**src/rtl/sonar_ranger.sv**
```systemverilog
// Ultrasonic ranger controller. It sends a trigger pulse, times the echo
// pulse and converts the echo width to millimetres (about 6 us per mm,
// round trip). It can range periodically or on a single-shot request. A
// missing echo or a stuck echo ends the attempt with a timeout pulse.
module sonar_ranger #(
  parameter int INPUT_CLK_FREQ = 12_000_000,
  parameter int MEAS_PERIOD_MS = 100,
  parameter int TRIG_US        = 10,
  parameter int TIMEOUT_US     = 30000,
  parameter int MAX_MM         = 4000
) (
  input  logic        clk,
  input  logic        rst_n,
  input  logic        enable,
  input  logic        start,
  input  logic        sonar_echo,
  output logic        sonar_trig,
  output logic [15:0] dist_mm,
  output logic        dist_valid,
  output logic        timeout_err,
  output logic        busy
);

  localparam int CLKS_PER_US = INPUT_CLK_FREQ / 1_000_000;
  localparam int TRIG_CYC    = TRIG_US * CLKS_PER_US;
  localparam int TIMEOUT_CYC = TIMEOUT_US * CLKS_PER_US;
  localparam int PERIOD_CYC  = MEAS_PERIOD_MS * 1000 * CLKS_PER_US;
  localparam int TMR_MAX     = (TRIG_CYC > TIMEOUT_CYC) ? TRIG_CYC : TIMEOUT_CYC;
  localparam int TMR_W       = $clog2(TMR_MAX + 1);
  localparam int PER_W       = $clog2(PERIOD_CYC + 1);
  localparam int PRE_W       = $clog2(CLKS_PER_US + 1);

  localparam logic [TMR_W-1:0] TRIG_LAST    = TMR_W'(TRIG_CYC);
  localparam logic [TMR_W-1:0] TIMEOUT_LAST = TMR_W'(TIMEOUT_CYC - 1);
  localparam logic [PER_W-1:0] PER_RELOAD   = PER_W'(PERIOD_CYC);
  localparam logic [PRE_W-1:0] PRE_LAST     = PRE_W'(CLKS_PER_US - 1);
  localparam logic [15:0]      MM_MAX       = 16'(MAX_MM);

  typedef enum logic [2:0] {
    S_IDLE,
    S_TRIG,
    S_WAIT_ECHO,
    S_MEASURE,
    S_DONE
  } state_t;

  state_t             state, next_state;
  logic               echo_s1, echo_sync, echo_d;
  logic               echo_rise;
  logic               period_expired;
  logic [TMR_W-1:0]   timer;
  logic [PER_W-1:0]   period_cnt;
  logic [PRE_W-1:0]   us_pre;
  logic [2:0]         sub6;
  logic [15:0]        mm_cnt;

  // Two-flop echo synchronizer, plus one more flop for edge detection
  // and for echo-width counting.
  // NOTE: sequential blocks use non-blocking (<=) assignments so every flop
  // samples the values from before the clock edge; blocking (=) here would
  // collapse the synchronizer chain into a single flop.
  always_ff @(posedge clk or negedge rst_n) begin
    if (!rst_n) begin
      echo_s1   <= 1'b0;
      echo_sync <= 1'b0;
      echo_d    <= 1'b0;
    end else begin
      echo_s1   <= sonar_echo;
      echo_sync <= echo_s1;
      echo_d    <= echo_sync;
    end
  end

  assign echo_rise = echo_sync & ~echo_d;
  assign busy      = (state != S_IDLE);

  // Expiry is flagged one count before zero. The start that follows then
  // lands exactly PERIOD_CYC cycles after the previous one.
  assign period_expired = (period_cnt <= PER_W'(1));

  // Next-state logic for the ranging sequence.
  // NOTE: next_state gets a default before the case. Every path then
  // assigns it, so no latch is inferred.
  always_comb begin
    next_state = state;
    unique case (state)
      S_IDLE:
        if (!echo_sync && (start || (enable && period_expired)))
          next_state = S_TRIG;
      S_TRIG:
        if (timer == TRIG_LAST) next_state = S_WAIT_ECHO;
      S_WAIT_ECHO:
        if (echo_rise)                  next_state = S_MEASURE;
        else if (timer == TIMEOUT_LAST) next_state = S_IDLE;
      S_MEASURE:
        if (!echo_sync)                 next_state = S_DONE;
        else if (timer == TIMEOUT_LAST) next_state = S_IDLE;
      S_DONE:
        next_state = S_IDLE;
      default:
        next_state = S_IDLE;
    endcase
  end

  // State register, and a per-state cycle timer that clears on every state change.
  always_ff @(posedge clk or negedge rst_n) begin
    if (!rst_n) begin
      state <= S_IDLE;
      timer <= '0;
    end else begin
      state <= next_state;
      if (next_state != state || state == S_IDLE) timer <= '0;
      else                                        timer <= timer + 1'b1;
    end
  end

  // Period counter: reloads when a measurement starts, then counts down
  // to zero and holds there.
  always_ff @(posedge clk or negedge rst_n) begin
    if (!rst_n)
      period_cnt <= '0;
    else if (state == S_IDLE && next_state == S_TRIG)
      period_cnt <= PER_RELOAD;
    else if (period_cnt != '0)
      period_cnt <= period_cnt - 1'b1;
  end

  // Echo-width to mm conversion. echo_d is aligned with the MEASURE
  // cycles, so the rising-edge cycle is counted and the falling edge ends
  // the count. The count saturates at MAX_MM.
  always_ff @(posedge clk or negedge rst_n) begin
    if (!rst_n) begin
      us_pre <= '0;
      sub6   <= '0;
      mm_cnt <= '0;
    end else if (state != S_MEASURE && next_state == S_MEASURE) begin
      us_pre <= '0;
      sub6   <= '0;
      mm_cnt <= '0;
    end else if (state == S_MEASURE && echo_d) begin
      if (us_pre == PRE_LAST) begin
        us_pre <= '0;
        if (sub6 == 3'd5) begin
          sub6 <= '0;
          if (mm_cnt < MM_MAX) mm_cnt <= mm_cnt + 16'd1;
        end else begin
          sub6 <= sub6 + 3'd1;
        end
      end else begin
        us_pre <= us_pre + 1'b1;
      end
    end
  end

  // Registered outputs: the trigger pulse, result loading and the status
  // pulses. Results load only from DONE and timeouts only from the wait
  // and measure states, so the two pulses are never high together.
  always_ff @(posedge clk or negedge rst_n) begin
    if (!rst_n) begin
      sonar_trig  <= 1'b0;
      dist_mm     <= '0;
      dist_valid  <= 1'b0;
      timeout_err <= 1'b0;
    end else begin
      sonar_trig  <= (state == S_TRIG) && (next_state == S_TRIG);
      dist_valid  <= (state == S_DONE);
      timeout_err <= (state == S_WAIT_ECHO || state == S_MEASURE) &&
                     (next_state == S_IDLE);
      if (state == S_DONE) dist_mm <= mm_cnt;
    end
  end

endmodule

```
**config.mk**
```make
export PLATFORM = sky130hd
export DESIGN_NAME = sonar_ranger
export DESIGN_NICKNAME = d
export VERILOG_FILES = /design/src/rtl/sonar_ranger.sv
export SDC_FILE = /design/constraint.sdc
export NUM_CORES = 1
export LEC_CHECK = 0
export ABC_AREA = 1
export CORE_ASPECT_RATIO = 1.5
export CORE_MARGIN = 2
export CORE_UTILIZATION = 62
export CTS_BUF_LIST = sky130_fd_sc_hd__clkbuf_8
export DETAILED_ROUTE_END_ITERATION = 10
export HOLD_SLACK_MARGIN = 0.08
export PLACE_DENSITY = 0.86
export SYNTH_ARGS = -nofsm -noshare
export SYNTH_HDL_FRONTEND = slang
export SYNTH_SLANG_ARGS = --single-unit
```
**constraint.sdc**
```tcl
create_clock -name clk -period 2.2 [get_ports clk]
set_input_delay 0.55 -clock clk [delete_from_list [all_inputs] [get_ports clk]]
set_output_delay 0.55 -clock clk [all_outputs]
set_load 0.1 [all_outputs]
```
After elaboration in Yosys (flattened, before gate mapping). Index checks and enable logic that the tools add are counted.

Flip-flop bits (word level): 88. Bits in latches: 0. RAM bits: 0. ROM bits: 0. Output and inout bits: 20. Word-level logic and storage cells: 77. Memories kept: 0.

Add/subtract/negate cells: 5. Multipliers: 0. Div/mod/pow operators: 0. $lt $le $gt $ge: 2. Eq/ne operators: 12. Shift-type cells: 0. Muxes and demuxes: 21. Bitwise gates (word level): 2. Reductions and logical operators: 22.

Operators with widths (number): $mux 16 (5); $mux 21 (2); $mux 3 (9); $le 21x1->1 const B (1); $reduce_bool 21->1 (1); $sub 21x1->21 const B (1); $add 19x1->19 const B (1); $eq 19x19->1 const B (1); $eq 19x7->1 const B (1); $mux 19 (1); $add 16x1->16 const B (1); $lt 16x12->1 const B (1); $mux 4 (3); $pmux 3 s4 (1); $reduce_bool 2->1 (5); $eq 3x2->1 const B (3); $logic_and 1x1->1 (7); $eq 3x1->1 const B (2); $eq 3x3->1 const B (2); $logic_not 3->1 (2); $add 4x1->4 const B (1); $eq 4x4->1 const B (1); $reduce_and 4->1 (1); $add 3x1->3 const B (1); other kinds (8) (10).

Depth between registers and ports, before layout. Gate-level depths: netlist of the first run.

Word-level depth: 10. Depth in mapped cells: 14. Depth with buffers taken out: 13.

Worst setup path before layout of the first run. Ideal clock, no wire load.

Path kind: register to register. Start point: register state[0]. End point: register period_cnt[19]. Library setup time: 0.144 ns. Arrival time: 2.127 ns. Required time: 2.056 ns. Path slack: -0.071 ns. Stages on the path, launching flop included: 7. Path through: dfrtp_1 nor2_1 nand2_1 nor2_1 a21boi_2 buf_2 nor3b_1.

Longest elaborated chain between the ends: 6. Elaborated cells on any way between the ends: 14. Those cells by class: eq/ne: 4; mux: 7; reduce/logical: 3.

Ends and longest elaborated chain: start, declared (line 47) `state_t state, next_state;`; start signal, assigned (line 111) `state <= next_state;`; $mux 3 (line 94, 97); $mux 3 (on tied branches) (line 96, 93); $pmux 3 s4 (line 86) `unique case (state)`; $eq 3x1->1 (line 122) `else if (state == S_IDLE && next_state == S_TRIG)`; $logic_and 1x1->1 * (line 122); $mux 21 / $reduce_bool 2->1 (equally long branches); end signal, assigned (line 125) `period_cnt <= period_cnt - 1'b1;`; end, declared (line 52) `logic [PER_W-1:0] period_cnt;`.

Every way passes the cells marked *; elsewhere a longest branch is shown, timed or not. A chain may end at the register's enable or synchronous reset.

Worst setup path in the final report of the first run.
Start point: register state[0]. End point: register mm_cnt[1].

Longest elaborated chain between the ends: 7. Elaborated cells on any way between the ends: 20. Those cells by class: eq/ne: 5; mux: 7; reduce/logical: 8.

Ends and longest elaborated chain: $mux 3 (line 94, 97); $mux 3 (on tied branches) (line 96, 93); $pmux 3 s4 (line 86); $eq 3x2->1 (line 136) `end else if (state != S_MEASURE && next_state == S_MEASURE) begin`; $logic_and 1x1->1 (line 136); $reduce_bool 2->1 (no source line); $reduce_and 4->1 (no source line); end signal, assigned (line 145) `if (mm_cnt < MM_MAX) mm_cnt <= mm_cnt + 16'd1;`; end, declared (line 55) `logic [15:0] mm_cnt;`.

Parallel ways exist; a longest one is shown, timed or not.

==> results of run 1 <==
[kinds of logic (layout without fill, tap and decap cells)]
family / Yosys count / count (layout) / synth area share, %
compound gates: 61 / 61 / 7.76
xor+xnor: 33 / 33 / 6.12
fa+ha+maj: 7 / 7 / 1.85
buf+inv: 82 / 119 / 7.37
flops: 88 / 88 / 46.6
simple gates: 273 / 273 / 30.3
[power by group through the flow]
stage / Clock (µW) / Sequential, µW / Combinational (µW)
6_report: 1130 / 1620 / 46.2
5_1_grt: 1200 / 1620 / 54.9
4_1_cts: 1140 / 1620 / 48.9
3_5_place_dp: 0 / 1650 / 49.1
3_3_place_gp: 0 / 1650 / 47.4
2_1_floorplan: 0 / 1650 / 3.56
[area by class of cell]
cell class,count,area [µm²]
timing repair buffer,28,243
inverter,75,289
multi-input combinational,374,2170
sequential,88,2200
fill,586,2280
clock inverter,6,60.1
tap,102,128
clock buffer,10,138
[how the worst max path moves through the flow]
stage	to	slack [ns]
floorplan	period_cnt[19]	0.24
global placement	timer[0]	0.40
detailed placement	mm_cnt[1]	0.33
CTS	mm_cnt[1]	0.24
global route	mm_cnt[5]	0.13
finish	mm_cnt[1]	0.26
[Yosys cell counts, types with 4 or more instances]
master    n  share of area [%]
nand2_4   6                1.4
inv_2     9               0.72
xor2_1   29                5.4
nand3_2   4               0.85
dfrtp_1  88                 47
o21ai_2   9                1.7
nor2_2    9                1.2
ha_1      7                1.9
nand3_1  35                3.7
o21ai_0  31                3.3
nand4_1   7               0.93
nor2_1   63                5.0
inv_1    64                5.1
buf_2     4               0.42
nor3_1   11                1.2
xnor2_1   4               0.74
nand2_2   7               0.93
a21oi_1  11                1.2
nand2_1  98                7.8
nor2_4   12                2.9
[registers in the layout (all words and copies together) (netlist names)]
signal and count:
dist_valid 1, echo_d 1, sonar_trig 1, mm_cnt 16, echo_sync 1, sub6 3, dist_mm 16, us_pre 4
state 3, period_cnt 21, echo_s1 1, timer 19, timeout_err 1
[through the flow]
stage          utilization [%]  hold WS (ns)  cells  total power (µW)
5_1_grt                   69.6         0.151    683              2870
3_3_place_gp              67.0         0.333    667              1700
4_1_cts                   69.6         0.125    683              2810
2_1_floorplan                -         0.254    544              1660
6_report                  69.6         0.110    683              2800
3_5_place_dp              67.0         0.343    667              1700
[worst max-delay path: stages, from the launching register on]
cell      delay (ns)
dfrtp_1         0.47
nor3_4          0.27
nand3_4         0.25
o21ai_1         0.28
nand3_4         0.19
clkinv_4        0.20
nand3_1         0.12
o21ai_2         0.08
[routing by layer]
layer  up-vias  routed length (µm)
li1       1790                   -
met1      1821                3680
met2        99                5320
met3        27                 304
met4         0                 242
met5         -                   0
==> flow_summary.toml, run 1 <==
[synth]
netlist_area_um2 = 4720
synth_top_flop_cell = "dfrtp_1"
synth_edf_count = 0
postSynthCellCount = 544
ys_ff_latch = 88
syn_nets = 556
yosysSeqAreaShare_pct = 46.6
synth_warnings = 0
synth_cell_type_count = 47
synthArstFlopShare_pct = 100
postSynthAreaPerCell_um2 = 8.68

[critical_path]
timing.critical_path.from = "state[0]"
r2r_setup_slack_ns = 0.26
r2r-end = "mm_cnt[1]"
cp.required_ns = 2.50
worstSetupPathType = "flop to flop"
ff2ff_path_depth = 7
crit_path_end_kind = "flop"
path_max_fanout = 19
arrival_ns = 2.23
reg2reg_from = "state[0]"
cp-start-kind = "flop"

[clocking]
cts.sink_count = 88
numCtsBuffers = 9
clk_pin_slew_ns = 0.09
post-cts-setup-buffer-count = 0
cts_buffer_depth = 2
htree_levels = 3
clock_latency_ns = 0.37
root_buffer = "clkbuf_8"
cts_hold_buf = 0
cts_tree = "done"
post_cts_resized = 0

[pwr]
comb_power_share_pct = 1.7
powerDensity_nw_per_um2 = 535
swShare_pct = 22.2
clkPwrFrac_pct = 40.5
p_int_uw = 2180
leakage_uw = 0.00238
ir_worst_vdd_v = 0.000530
pwr-share-seq_pct = 57.9
switching_power_uw = 621

[finish]
nets = 588
final_area_um2 = 5230
layout_commonest_cell = "nand2_1"
final_cell_mix = "nand2_1, dfrtp_1, inv_1"
area_growth_pct = 10.8
diodes = 0
final_layout_size_suffix_gt1_share_pct = 19.3

[detailed_routing]
num_vias = 3737
dr.pass1.iters = 5
wl_um = 9550
wl_per_cell_um = 14.0
via_per_inst = 5.47
ant_nets = 0
drtIter0Drc = 250
drc = 0

[min_path]
hold_class = "input pin to asynchronous set/reset pin"

[place]
post_dp_cell_area_um2 = 5040
gp_congestion = 0.878
port_buffers = 24
dp_hpwl_um = 6820
dp_slack_ns = 0.332

[sta]
maxSlewViolCount = 0
skew_ns = 0.00666
slew_headroom_pct = 47.8
fmax_mhz = 516
min_period_over_period_pct = 88.1
fin_crit_ns = 1.94
worst_pin_slew_ns = 0.775
setup_viol = 0
setup_tns_ns = 0
rsz0062_at_grt = "false"
hold_viol = 0
layout_setup_ws_ns = 0.261

[global_routing]
overflow = 0
grt_start_max_net_pins = 39
first_global_vias = 3817
met1_usage_pct = 28.7
met3_usage_pct = 4.27
antenna_found_initial = 0
grt_usage_pct = 25.0
grt_pass1_wl_um = 16400
grt.busiest_layer = "met2"
gr-usage-met2_pct = 44.2

[outcome]
status = "finished, final reports clean"

[job]
maxCapViolCount = 0

[die]
io_pins = 25
die_x_um = 75.3
dieArea_um2 = 8340
start_util_pct = 62.8
fp.coreArea_um2 = 7510
fp-row-count = 39
dieHeight_um = 111
(Power assumes the default switching activity.)
==> inputs of run 2 (changes only) <==
- CORE_UTILIZATION: 62 -> 60
- CTS_BUF_LIST: sky130_fd_sc_hd__clkbuf_8 -> unset
- PLACE_DENSITY: 0.86 -> 0.84
==> flow_summary.toml, run 2 (synthesis gave the netlist of run 1 again) <==
[clocking]
cts_tree = "done"
htree_levels = 3
cts.sink_count = 88
numCtsBuffers = 9
root_buffer = "clkbuf_16"
clk_pin_slew_ns = 0.07
clock_latency_ns = 0.35
post-cts-setup-buffer-count = 0
cts_hold_buf = 0
post_cts_resized = 0
cts_buffer_depth = 2

[finish]
nets = 590
reg.largest.list = "period_cnt: 21 flops, timer: 19 flops"
multiInputGateArea_um2 = 2170
final_cells = 685
fillers = 585
seq_area_um2 = 2200
final_layout_size_suffix_gt1_share_pct = 19.6
final_cell_mix = "nand2_1, dfrtp_1, inv_1"
diodes = 0
largest_reg_flops = 21
area_growth_pct = 13.2
regMostFlops = "period_cnt"
layout_commonest_cell = "nand2_1"

[global_routing]
first_global_vias = 3725
overflow = 0
met1_usage_pct = 26.9
met3_usage_pct = 3.30
antenna_found_initial = 0
grt_usage_pct = 23.8
grt.busiest_layer = "met2"
grt_start_max_net_pins = 45
grt_pass1_wl_um = 16500
gr-usage-met2_pct = 45.0

[detailed_routing]
wl_per_cell_um = 13.6
ant_nets = 0
num_vias = 3603
drtIter0Drc = 250
drc = 0
wl_um = 9300
dr.pass1.iters = 5
via_per_inst = 5.26

[sta]
setup_viol = 0
fin_crit_ns = 1.91
slew_headroom_pct = 47.7
fmax_mhz = 523
maxSlewViolCount = 0
min_period_over_period_pct = 86.9
setup_tns_ns = 0
hold_viol = 0
worst_pin_slew_ns = 0.778
rsz0062_at_grt = "false"
skew_ns = 0.00821

[critical_path]
worstSetupPathType = "flop to flop"
path_delay_family = "simple AND/OR/NAND/NOR gates"
path_max_fanout = 4
arrival_ns = 2.14
worstPathCellList = "ha_1, nand3_2, nor2_2, nand2_1, nor3_2, nand2_1, nor2_2, xor2_1, nor2_4"
timing.critical_path.from = "timer[0]"
crit_path_top_delay_cell = "dfrtp_1"
reg2reg_from = "timer[0]"
crit_path_end_kind = "flop"
critPathBufInv = 0
cp.required_ns = 2.43
cp-start-kind = "flop"
critical-path-max-stage-delay_ns = 0.39

[die]
dieArea_um2 = 8610
dieHeight_um = 113
io_pins = 25
die_x_um = 76.4
fp-row-count = 39
fp.coreArea_um2 = 7610
start_util_pct = 62.0

[min_path]
hold_class = "input pin to asynchronous set/reset pin"

[place]
port_buffers = 24
gp_congestion = 0.869
dp_hpwl_um = 6780
dp.cells = 669

[pwr]
leakage_uw = 0.00242
ir_worst_vdd_v = 0.000526
powerDensity_nw_per_um2 = 601

[outcome]
status = "finished, final reports clean"

[job]
maxCapViolCount = 0
==> run 2: area by class of cell <==
type,instances,area share (%)
Timing Repair Buffer,30,4.82
Inverter,75,5.40
Clock buffer,10,4.28
Tap cell,102,2.39
Clock inverter,6,1.26
Multi-Input combinational cell,374,40.7
Sequential cell,88,41.2
==> run 2: worst paths after layout <==
kind,slack (ns),cells past startpoint,to
worst min-delay path,0.09,1,period_cnt[18]
worst min register to register,0.35,0,echo_sync
max in group asynchronous,1.49,2,dist_mm[15]
min in group clk,0.35,0,echo_sync
worst max register to register,0.29,9,timer[14]
worst max-delay path,0.29,9,timer[14]
==> run 2: routing by layer <==
metal / wire (µm) / share of wire, %
met4: 145 / 1.6
met5: 0 / 0
met3: 260 / 2.8
met1: 3690 / 40
met2: 5210 / 56
==> run 2: power by group <==
part	leakage (µW)	internal, µW	switching, µW
clock	0.000139	887	659
sequential	0.00113	1620	2.32
combinational	0.00115	11.6	34.8
==> run 2: metrics by stage <==
step                      power, µW  hold slack [ns]  util [%]  area, µm²  setup WS, ns
after detailed placement       1700            0.339      66.4       5050         0.320
after floorplan                1660            0.254         -       4720         0.240
after global routing           3300            0.117      70.2       5350         0.162
after CTS                      3220            0.106      70.2       5350         0.316
after global placement         1700            0.344      66.4       5050         0.416
final                          3210           0.0937      70.2       5350         0.289
